<file path="config.mk">
export PLATFORM = sky130hd
export DESIGN_NAME = fifo_rd_stream
export DESIGN_NICKNAME = d
export VERILOG_FILES = /design/src/rtl/fifo_stream_pkg.sv /design/src/rtl/fifo_skid_buf.sv /design/src/rtl/fifo_rd_stream.sv
export SDC_FILE = /design/constraint.sdc
export NUM_CORES = 1
export LEC_CHECK = 0
export CAP_MARGIN = 20
export CORE_MARGIN = 2
export CORE_UTILIZATION = 50
export CTS_CLUSTER_DIAMETER = 30
export DETAILED_ROUTE_END_ITERATION = 12
export PLACE_DENSITY = 0.79
export SYNTH_ARGS = -nofsm -noshare
export SYNTH_HDL_FRONTEND = slang
export SYNTH_SLANG_ARGS = --single-unit
</file>
<file path="constraint.sdc">
create_clock -name clk_i -period 8.6 [get_ports clk_i]
set_clock_uncertainty 0.15 [all_clocks]
set_input_delay 1.72 -clock clk_i [delete_from_list [all_inputs] [get_ports clk_i]]
set_output_delay 1.72 -clock clk_i [all_outputs]
set_load 0.02 [all_outputs]
</file>
<file path="src/rtl/fifo_stream_pkg.sv">
// Shared types and constants for the FIFO read-side streaming block.
package fifo_stream_pkg;

  localparam int unsigned SKID_DEPTH = 2;

  typedef enum logic [1:0] {
    EMPTY = 2'd0,
    ONE   = 2'd1,
    TWO   = 2'd2
  } occ_e;

  function automatic logic [1:0] occ_count(input occ_e s);
    case (s)
      EMPTY:   return 2'd0;
      ONE:     return 2'd1;
      TWO:     return 2'd2;
      default: return 2'd0;
    endcase
  endfunction

endpackage

</file>
<file path="src/rtl/fifo_skid_buf.sv">
// Two-entry in-order skid buffer; head entry drives the output register directly.
module fifo_skid_buf
  import fifo_stream_pkg::*;
#(
  parameter int unsigned SIZE = 32
) (
  input  logic            clk_i,
  input  logic            rst_n_i,
  input  logic            flush_i,
  input  logic            push_i,
  input  logic [SIZE-1:0] push_data_i,
  input  logic            pop_i,
  output logic            valid_o,
  output logic [SIZE-1:0] data_o,
  output occ_e            state_o
);

  occ_e            state_q, state_d;
  logic [SIZE-1:0] head_q, head_d;
  logic [SIZE-1:0] tail_q, tail_d;
  logic            pop;

  always_comb begin
    state_d = state_q;
    head_d  = head_q;
    tail_d  = tail_q;
    pop     = (state_q != EMPTY) && pop_i;
    unique case (state_q)
      EMPTY: begin
        if (push_i) begin
          head_d  = push_data_i;
          state_d = ONE;
        end
      end
      ONE: begin
        if (push_i && pop) begin
          head_d = push_data_i;
        end else if (push_i) begin
          tail_d  = push_data_i;
          state_d = TWO;
        end else if (pop) begin
          state_d = EMPTY;
        end
      end
      TWO: begin
        // Push is never offered here: the issuer reserves space before reading.
        if (pop) begin
          head_d  = tail_q;
          state_d = ONE;
        end
      end
      default: state_d = EMPTY;
    endcase
    if (flush_i) state_d = EMPTY;
  end

  always_ff @(posedge clk_i or negedge rst_n_i) begin
    if (!rst_n_i) begin
      state_q <= EMPTY;
      head_q  <= '0;
      tail_q  <= '0;
    end else begin
      state_q <= state_d;
      head_q  <= head_d;
      tail_q  <= tail_d;
    end
  end

  assign valid_o = (state_q != EMPTY);
  assign data_o  = head_q;
  assign state_o = state_q;

endmodule

</file>
<file path="src/rtl/fifo_rd_stream.sv">
// Turns a FIFO read port into a valid/ready stream: read issue, in-flight
// tracking, flush and transfer counting around a two-entry skid buffer.
module fifo_rd_stream
  import fifo_stream_pkg::*;
#(
  parameter int unsigned SIZE  = 32,
  parameter int unsigned CNT_W = 16
) (
  input  logic             clk_i,
  input  logic             rst_n_i,
  input  logic [SIZE-1:0]  fifo_dout_i,
  input  logic             fifo_empty_i,
  output logic             fifo_ren_o,
  input  logic             flush_i,
  output logic             m_valid_o,
  output logic [SIZE-1:0]  m_data_o,
  input  logic             m_ready_i,
  output logic [CNT_W-1:0] xfer_count_o
);

  localparam logic [2:0] DEPTH = 3'(SKID_DEPTH);

  logic             ren_q, ren_d;
  logic             inflight_q, inflight_d;
  logic             started_q, started_d;
  logic [CNT_W-1:0] cnt_q, cnt_d;

  logic       accept, capture, xfer;
  logic [1:0] occ_now;
  logic [2:0] occ_after, demand;
  occ_e       occ_state;

  always_comb begin
    accept     = ren_q && !fifo_empty_i;
    capture    = inflight_q && !flush_i;
    xfer       = m_valid_o && m_ready_i;
    occ_now    = occ_count(occ_state);
    occ_after  = flush_i ? 3'd0
                         : ({1'b0, occ_now} + {2'b0, capture} - {2'b0, xfer});
    inflight_d = accept && !flush_i;
    // The read requested now lands two edges later and downstream may stall
    // meanwhile, so space is reserved for everything already committed.
    demand     = occ_after + {2'b0, inflight_d} + 3'd1;
    ren_d      = started_q && !fifo_empty_i && !flush_i && (demand <= DEPTH);
    started_d  = 1'b1;
    cnt_d      = cnt_q + {{(CNT_W-1){1'b0}}, xfer};
  end

  always_ff @(posedge clk_i or negedge rst_n_i) begin
    if (!rst_n_i) begin
      ren_q      <= 1'b0;
      inflight_q <= 1'b0;
      started_q  <= 1'b0;
      cnt_q      <= '0;
    end else begin
      ren_q      <= ren_d;
      inflight_q <= inflight_d;
      started_q  <= started_d;
      cnt_q      <= cnt_d;
    end
  end

  fifo_skid_buf #(
    .SIZE(SIZE)
  ) u_skid (
    .clk_i      (clk_i),
    .rst_n_i    (rst_n_i),
    .flush_i    (flush_i),
    .push_i     (capture),
    .push_data_i(fifo_dout_i),
    .pop_i      (m_ready_i),
    .valid_o    (m_valid_o),
    .data_o     (m_data_o),
    .state_o    (occ_state)
  );

  assign fifo_ren_o   = ren_q;
  assign xfer_count_o = cnt_q;

endmodule
</file>
==> flow_summary.ini, run 1 <==
[sta]
fmax_mhz = 246.5
fin_setup_tns_ps = 0
slew_violations = 0
post-route-min-period_ps = 4057
whs_ps = 326.8
worst-slew-pin-transition_ps = 982.2
setup_violations = 0
slew_headroom_pct = 34.52
rsz0062_at_grt = no
min_period_over_period_pct = 47.17
hold_viol = 0
worst_slack_ps = 4543

[route]
wl_mm = 7.339
viasPerCell = 5.034
vias = 2381
route.detailed.drc = 0
drt_iter0_drc = 69
first_pass_iters = 4
postRouteAntennaNets = 0
wl_per_cell_um = 15.52

[critical_path]
regToRegSetupSlack_ps = 5190
r2r-end = u_skid.data_o[12]$_DFFE_PN0P_
crit_fanout = 4
critPathCapture = fifo_ren_o$_DFF_PN0_
crit_arrival_ps = 4140
cp-start-kind = input pin
critPathRequiredTime_ps = 8680
worstRegToRegCells = 7
rr_startpoint = u_skid.state_o[0]$_DFFE_PN0P_
endpoint_kind = register
critPathKind = in -> reg
startpoint = m_ready_i

[synthesis]
ys_warn_count = 0
async_flop_share_pct = 100.0
synth-xor-area-share_pct = 3.449
syn-instance-count = 276
synth_top_family_by_area = multiplexers
syn_nets = 325
yosysSeqAreaShare_pct = 52.36
synthSimpleGateAreaFrac_pct = 5.821
synthAdderAreaFrac_pct = 3.881
synthDistinctLibCells = 34
synth_area_per_cell_um2 = 14.72
synth_edf_count = 0
synthMuxAreaShare_pct = 29.63
synth-compound-area-share_pct = 1.447
synth_area_um2 = 4063
synth-seq-cells = 85
synthFlopType = dfrtp_1

[power]
power_mw = 1.494
power_leakage_nw = 2.431
ir_drop_uv = 142.8
power.density_nw_per_um2 = 286.8

[clocking]
clkLatencyLatePin_ps = 340
clk_pin_slew_ps = 80
clock_path_buffers = 2
cts_made_buffers = 9
cts_sinks = 85
holdBufCountCts = 0
postCtsSetupBuffers = 0
htree_levels = 3
cts-root-buf = clkbuf_8
tritoncts = done
cts_resized = 0

[min_path]
min_path_type = reg -> reg
min_from = xfer_count_o[15]$_DFF_PN0_

[global_route]
grt_pass1_vias = 2654
grt_overflow = 0
grt_first_pass_wirelength_mm = 12.32
antenna_found_initial = 0
grtUsageTotal_pct = 18.11
grt_max_degree = 86

[placement]
gp_congestion = 0.7977
pre_cts_slack_ps = 4190
io_buffers = 86
dpl.hpwl_mm = 5.074

[layout]
most-common-layout-cells = 85 x dfrtp_1, 85 x clkdlybuf4s50_1, 56 x mux2_2
areaGrowthSynthToFinish_pct = 28.21
drive_gt1_share_pct = 31.27
n_fill_cell = 568
antenna_cells = 0
multi_input_area_um2 = 1803
finalNetCount = 415
regArea_um2 = 2127

[floorplan]
rows = 32
die_h_um = 94.14
design.core.area_um2 = 7807
initial_core_util_pct = 52.04
fp.dieArea_um2 = 8862
die_w_um = 94.14
io_pins = 87

[job]
max-cap-violations = 0

[status]
status = complete, no violations
metal layers:
layer  track usage [%]  up-vias  part of all wire (%)
met3             4.655        8                   5.2
met4             7.609        0                   1.3
met2             31.01       59                    51
li1                  -     1132                     -
met5                 0        -                     0
met1             21.60     1182                    43
area by class of cell:
type	instances	area share (%)
clock buffer	11	2.714
clock inverter	5	1.153
inverter	13	0.9368
tap	102	2.450
sequential	85	40.84
timing repair buffer	89	17.30
multi-input combinational	168	34.61
Yosys cell counts, drive strengths merged (2+ instances only):
cell	n	area (um2)
and3	2	12.51
buf	8	78.82
clkbuf	2	7.510
dfrtp	85	2127
ha	11	137.6
inv	13	48.79
mux2	96	1194
nand2	4	15.01
nand2b	4	25.02
nand3	9	45.04
nor2	6	22.52
nor2b	2	12.51
nor3	3	37.53
nor4	2	25.02
o21ai	2	25.03
or2b	2	22.52
xnor2	10	87.58
xor2	6	52.55
flip-flops by register name, indices dropped and copies added, names as in the netlist:
signal          flops
u_skid.state_o      2
inflight_q          1
u_skid.tail_q      32
fifo_ren_o          1
u_skid.data_o      32
xfer_count_o       16
started_q           1
where the power goes:
part           internal, mW  total [mW]  switching (mW)
clock network         0.143       0.282           0.139
registers             0.524       0.599          0.0752
logic                 0.352       0.613           0.261
total                  1.02        1.49           0.475
worst max-delay path: stages:
cell and delay, ps:
clkdlybuf4s50_1 470, or2b_4 290, ha_1 280, inv_1 40, ha_1 200, fa_1 410, nor2b_1 140, ha_1 220
xnor2_1 180, xnor2_1 140, nor2_1 70
through the flow:
stage	utilization [%]	area, um2	std cells
3_5_place_dp	63.78	4980	456
5_1_grt	66.71	5209	473
4_1_cts	66.36	5181	472
6_report	66.71	5209	473
2_1_floorplan	-	4063	276
3_3_place_gp	63.78	4980	456
cells by family (layout without fill, tap and decap cells):
group / after synthesis / in the layout
compound gates: 6 / 6
xor+xnor: 16 / 16
fa+ha+maj: 12 / 12
buf+inv: 23 / 118
flops: 85 / 85
mux: 97 / 97
other cells: 1 / 1
simple gates: 36 / 36
worst min path at each step:
stage	to	slack (ps)	depth (start not counted)
5_1_grt	u_skid.tail_q[7]$_DFFE_PN0P_	370	1
3_3_place_gp	xfer_count_o[15]$_DFF_PN0_	310	1
3_5_place_dp	xfer_count_o[15]$_DFF_PN0_	320	1
4_1_cts	xfer_count_o[15]$_DFF_PN0_	330	1
6_report	xfer_count_o[15]$_DFF_PN0_	330	1
2_1_floorplan	u_skid.tail_q[10]$_DFFE_PN0P_	300	1
No activity file was read; power rests on OpenSTA's default activity.
==> run 2, diff against run 1 <==
Settings changed: CORE_UTILIZATION 50 to 46, PLACE_DENSITY 0.79 to 0.76.
Clock period 8.6 ns to 3.53 ns, I/O delays scaled along.
==> flow_summary.ini, run 2 (synthesis gave the netlist of run 1 again) <==
[status]
status = complete, no violations

[global_route]
grt_pass1_vias = 2480
grtUsageTotal_pct = 15.88
grt_first_pass_wirelength_mm = 12.32
antenna_found_initial = 0
grt_overflow = 0
grt_max_degree = 86

[sta]
whs_ps = 162.8
rsz0062_at_grt = no
fmax_mhz = 327.7
slew_violations = 0
setup_violations = 0
hold_viol = 0
min_period_over_period_pct = 86.46
post-route-min-period_ps = 3052
fin_setup_tns_ps = 0

[floorplan]
design.core.area_um2 = 8636
initial_core_util_pct = 47.04
io_pins = 87
fp.dieArea_um2 = 9599
die_w_um = 97.98
die_h_um = 97.98
rows = 34

[job]
max-cap-violations = 0

[layout]
areaGrowthSynthToFinish_pct = 28.95
antenna_cells = 0
drive_gt1_share_pct = 31.90
most-common-layout-cells = 85 x dfrtp_1, 85 x clkdlybuf4s50_1, 56 x mux2_2
finalNetCount = 417

[clocking]
cts_resized = 0
cts-root-buf = clkbuf_8
tritoncts = done
cts_made_buffers = 9
cts_sinks = 85
holdBufCountCts = 0
clkLatencyLatePin_ps = 350
clock_path_buffers = 2
clk_pin_slew_ps = 90
htree_levels = 3
postCtsSetupBuffers = 0

[route]
vias = 2409
route.detailed.drc = 0
postRouteAntennaNets = 0
wl_per_cell_um = 14.97
drt_iter0_drc = 45
first_pass_iters = 4
wl_mm = 7.200
viasPerCell = 5.008

[critical_path]
worstRegToRegCells = 12
r2r-end = fifo_ren_o$_DFF_PN0_
crit_arrival_ps = 3140
regToRegSetupSlack_ps = 580
endpoint_kind = register
rr_startpoint = u_skid.state_o[1]$_DFFE_PN0P_
crit_fanout = 4
critPathRequiredTime_ps = 3620
cp-start-kind = input pin
critPathKind = in -> reg

[power]
power.density_nw_per_um2 = 698.1
power_frac_clock_pct = 19.4
internal-power_mw = 2.487
power_leakage_nw = 2.440
ir_drop_uv = 409.6
p_sw_share_pct = 31.99
switching_power_mw = 1.170
p_comb_share_pct = 40.6
pwr-share-seq_pct = 40.0

[placement]
dpl.hpwl_mm = 4.766
io_buffers = 86
gp_congestion = 0.7078

[min_path]
min_path_type = in -> async
[run 2: changes by cell type in the layout (fill, tap and decap cells not counted), sizes merged]
| cell | before | now |
|---|---|---|
| inv | 13 | 14 |
| buf | 4 | 6 |
| clkinv | 3 | 2 |
| clkinvlp | 1 | 2 |
| clkbuf | 11 | 10 |
[run 2: worst max-delay path, stage by stage]
cell and delay (ps):
clkdlybuf4s50_1 480, or2b_4 300, ha_1 280, inv_1 40, ha_1 200, fa_1 420, nor2b_1 140, ha_1 210
xnor2_1 170, xnor2_1 130, nor2_1 60
[run 2: layer usage]
layer / up-vias / track usage, % / part of all wire, %
li1: 1141 / - / -
met1: 1199 / 22.62 / 48
met2: 65 / 23.50 / 46
met3: 4 / 5.941 / 6.2
met4: 0 / 3.205 / 0.35
met5: - / 0 / 0
[run 2: final cells by class]
cell class | instances | area (um2)
repair buffers | 91 | 915.9
inverters | 13 | 48.80
fillers | 685 | 3397
clock buffers | 10 | 137.6
clock inverters | 6 | 71.32
flip-flops and latches | 85 | 2127
multi-input cells | 168 | 1803
well taps | 108 | 135.1
[run 2: worst max-delay path by stage]
stage	depth (start not counted)	from	slack [ps]	endpoint
6_report	11	m_ready_i	480	fifo_ren_o$_DFF_PN0_
5_1_grt	11	m_ready_i	340	fifo_ren_o$_DFF_PN0_
4_1_cts	11	m_ready_i	460	fifo_ren_o$_DFF_PN0_
3_5_place_dp	11	m_ready_i	80	fifo_ren_o$_DFF_PN0_
3_3_place_gp	11	m_ready_i	170	fifo_ren_o$_DFF_PN0_
2_1_floorplan	10	m_ready_i	730	fifo_ren_o$_DFF_PN0_
[run 2: metrics by stage]
stage | total power [mW] | worst slack [ps] | instances | util (%) | area [um2]
after detailed placement | 2.977 | 79.30 | 464 | 57.93 | 5002
after floorplan | 2.354 | 725.7 | 276 | - | 4063
after CTS | 3.703 | 461.1 | 480 | 60.34 | 5211
after global placement | 2.945 | 170.9 | 464 | 57.93 | 5002
final | 3.657 | 478.0 | 481 | 60.66 | 5239
after global routing | 3.872 | 343.9 | 481 | 60.66 | 5239
[run 2: power groups by stage]
stage               sequential, mW  clock (mW)  combinational (mW)
finish                        1.46       0.709                1.49
global route                  1.51       0.779                1.59
CTS                           1.47       0.735                1.50
detailed placement            1.48           0                1.50
global placement              1.47           0                1.48
floorplan                     1.71           0               0.642
==> run 3, diff against run 2 <==
Settings changed: CORE_MARGIN 2 to not set.
==> flow_summary.ini, run 3 (synthesis gave the netlist of run 1 again) <==
[power]
power_leakage_nw = 2.460
power.density_nw_per_um2 = 718.1
ir_drop_uv = 362.2

[global_route]
grtUsageTotal_pct = 17.12
grt_max_degree = 86
antenna_found_initial = 0
grt_first_pass_wirelength_mm = 11.88
grt_pass1_vias = 2477
grt_overflow = 0

[sta]
slew_violations = 0
fin_setup_tns_ps = 0
hold_viol = 0
worst_slack_ps = 483.1
setup_violations = 0
worst-slew-pin-transition_ps = 522.2
post-route-min-period_ps = 3047
fmax_mhz = 328.2
rsz0062_at_grt = no
min_period_over_period_pct = 86.31
slew_headroom_pct = 65.08

[layout]
antenna_cells = 0
areaGrowthSynthToFinish_pct = 29.81
finalNonFillerCells = 478
drive_gt1_share_pct = 31.90
most-common-layout-cells = 85 x dfrtp_1, 85 x clkdlybuf4s50_1, 56 x mux2_2
finalNetCount = 417
n_fill_cell = 670

[route]
viasPerCell = 5.082
postRouteAntennaNets = 0
wl_mm = 7.323
wl_met3_um = 298
wl_per_cell_um = 15.32
drt_iter0_drc = 88
vias = 2429
route.detailed.drc = 0
met2WireLength_mm = 3.526
first_pass_iters = 4
maxUsedRoutingLayer = met4
drt-met1-wl_mm = 3.401

[critical_path]
crit_fanout = 4
critPathRequiredTime_ps = 3610
endpoint_kind = register
cp-start-kind = input pin
crit_arrival_ps = 3130
critPathKind = in -> reg

[clocking]
clock_path_buffers = 2
cts_resized = 0
tritoncts = done
cts_sinks = 85
cts-root-buf = clkbuf_8
holdBufCountCts = 0
clk_pin_slew_ps = 90
clkLatencyLatePin_ps = 340
cts_made_buffers = 9
htree_levels = 3
postCtsSetupBuffers = 0

[floorplan]
die_w_um = 95.98
design.core.area_um2 = 8382
rows = 33
initial_core_util_pct = 48.47
io_pins = 87
fp.dieArea_um2 = 9211
die_h_um = 95.98

[placement]
io_buffers = 86
pre_cts_slack_ps = 108.9
gp_congestion = 0.7650
dpl.hpwl_mm = 4.917
placed_cells = 461

[job]
max-cap-violations = 0

[status]
status = complete, no violations

[min_path]
min_path_type = in -> async
-- run 3: changes by cell type in the layout (fill, tap and decap cells not counted), sizes merged --
| cell | change |
|---|---|
| bufinv | +2 |
| clkinv | -1 |
| inv | -1 |
-- run 3: path summary, 6_finish.rpt --
path	to	cells past startpoint	start	slack, ps
setup / recovery	fifo_ren_o$_DFF_PN0_	11	m_ready_i	480
hold / removal	u_skid.data_o[23]$_DFFE_PN0P_	1	rst_n_i	80
setup reg to reg	fifo_ren_o$_DFF_PN0_	12	u_skid.state_o[0]$_DFFE_PN0P_	550
hold reg to reg	xfer_count_o[15]$_DFF_PN0_	1	xfer_count_o[15]$_DFF_PN0_	320
max in group asynchronous	u_skid.tail_q[18]$_DFFE_PN0P_	2	rst_n_i	2530
min in group clk_i	xfer_count_o[15]$_DFF_PN0_	1	xfer_count_o[15]$_DFF_PN0_	320
-- run 3: layer usage --
layer | up-vias | track usage (%)
met2 | 52 | 26.85
met5 | - | 0
li1 | 1138 | -
met4 | 0 | 7.587
met1 | 1231 | 22.53
met3 | 8 | 4.186
-- run 3: cell type report --
cell class	instances	area [um2]	share of cell area [%]
timing repair buffer	91	915.9	17.37
multi-input combinational	168	1803	34.19
tap	105	131.4	2.491
inverter	13	48.80	0.9253
clock buffer	10	137.6	2.610
sequential	85	2127	40.33
clock inverter	6	110.1	2.088
-- run 3: critical path, cell delays in order --
cell and delay (ps):
clkdlybuf4s50_1 470, or2b_4 290, ha_1 280, inv_1 40, ha_1 190, fa_1 420, nor2b_1 150, ha_1 220
xnor2_1 170, xnor2_1 140, nor2_1 50
-- run 3: power breakdown --
part,switching (mW),total (mW),internal (mW)
logic,0.635,1.49,0.859
registers,0.188,1.46,1.28
clock network,0.341,0.829,0.488
total,1.16,3.79,2.62
-- run 3: through the flow --
stage / area [um2] / power (mW) / hold WS [ps] / util (%)
after global routing: 5274 / 3.997 / 76.59 / 62.92
final: 5274 / 3.787 / 83.31 / 62.92
after detailed placement: 4999 / 2.982 / 319.2 / 59.64
after floorplan: 4063 / 2.354 / 260.4 / -
after CTS: 5246 / 3.828 / 330.9 / 62.59
after global placement: 4999 / 2.945 / 310.8 / 59.64
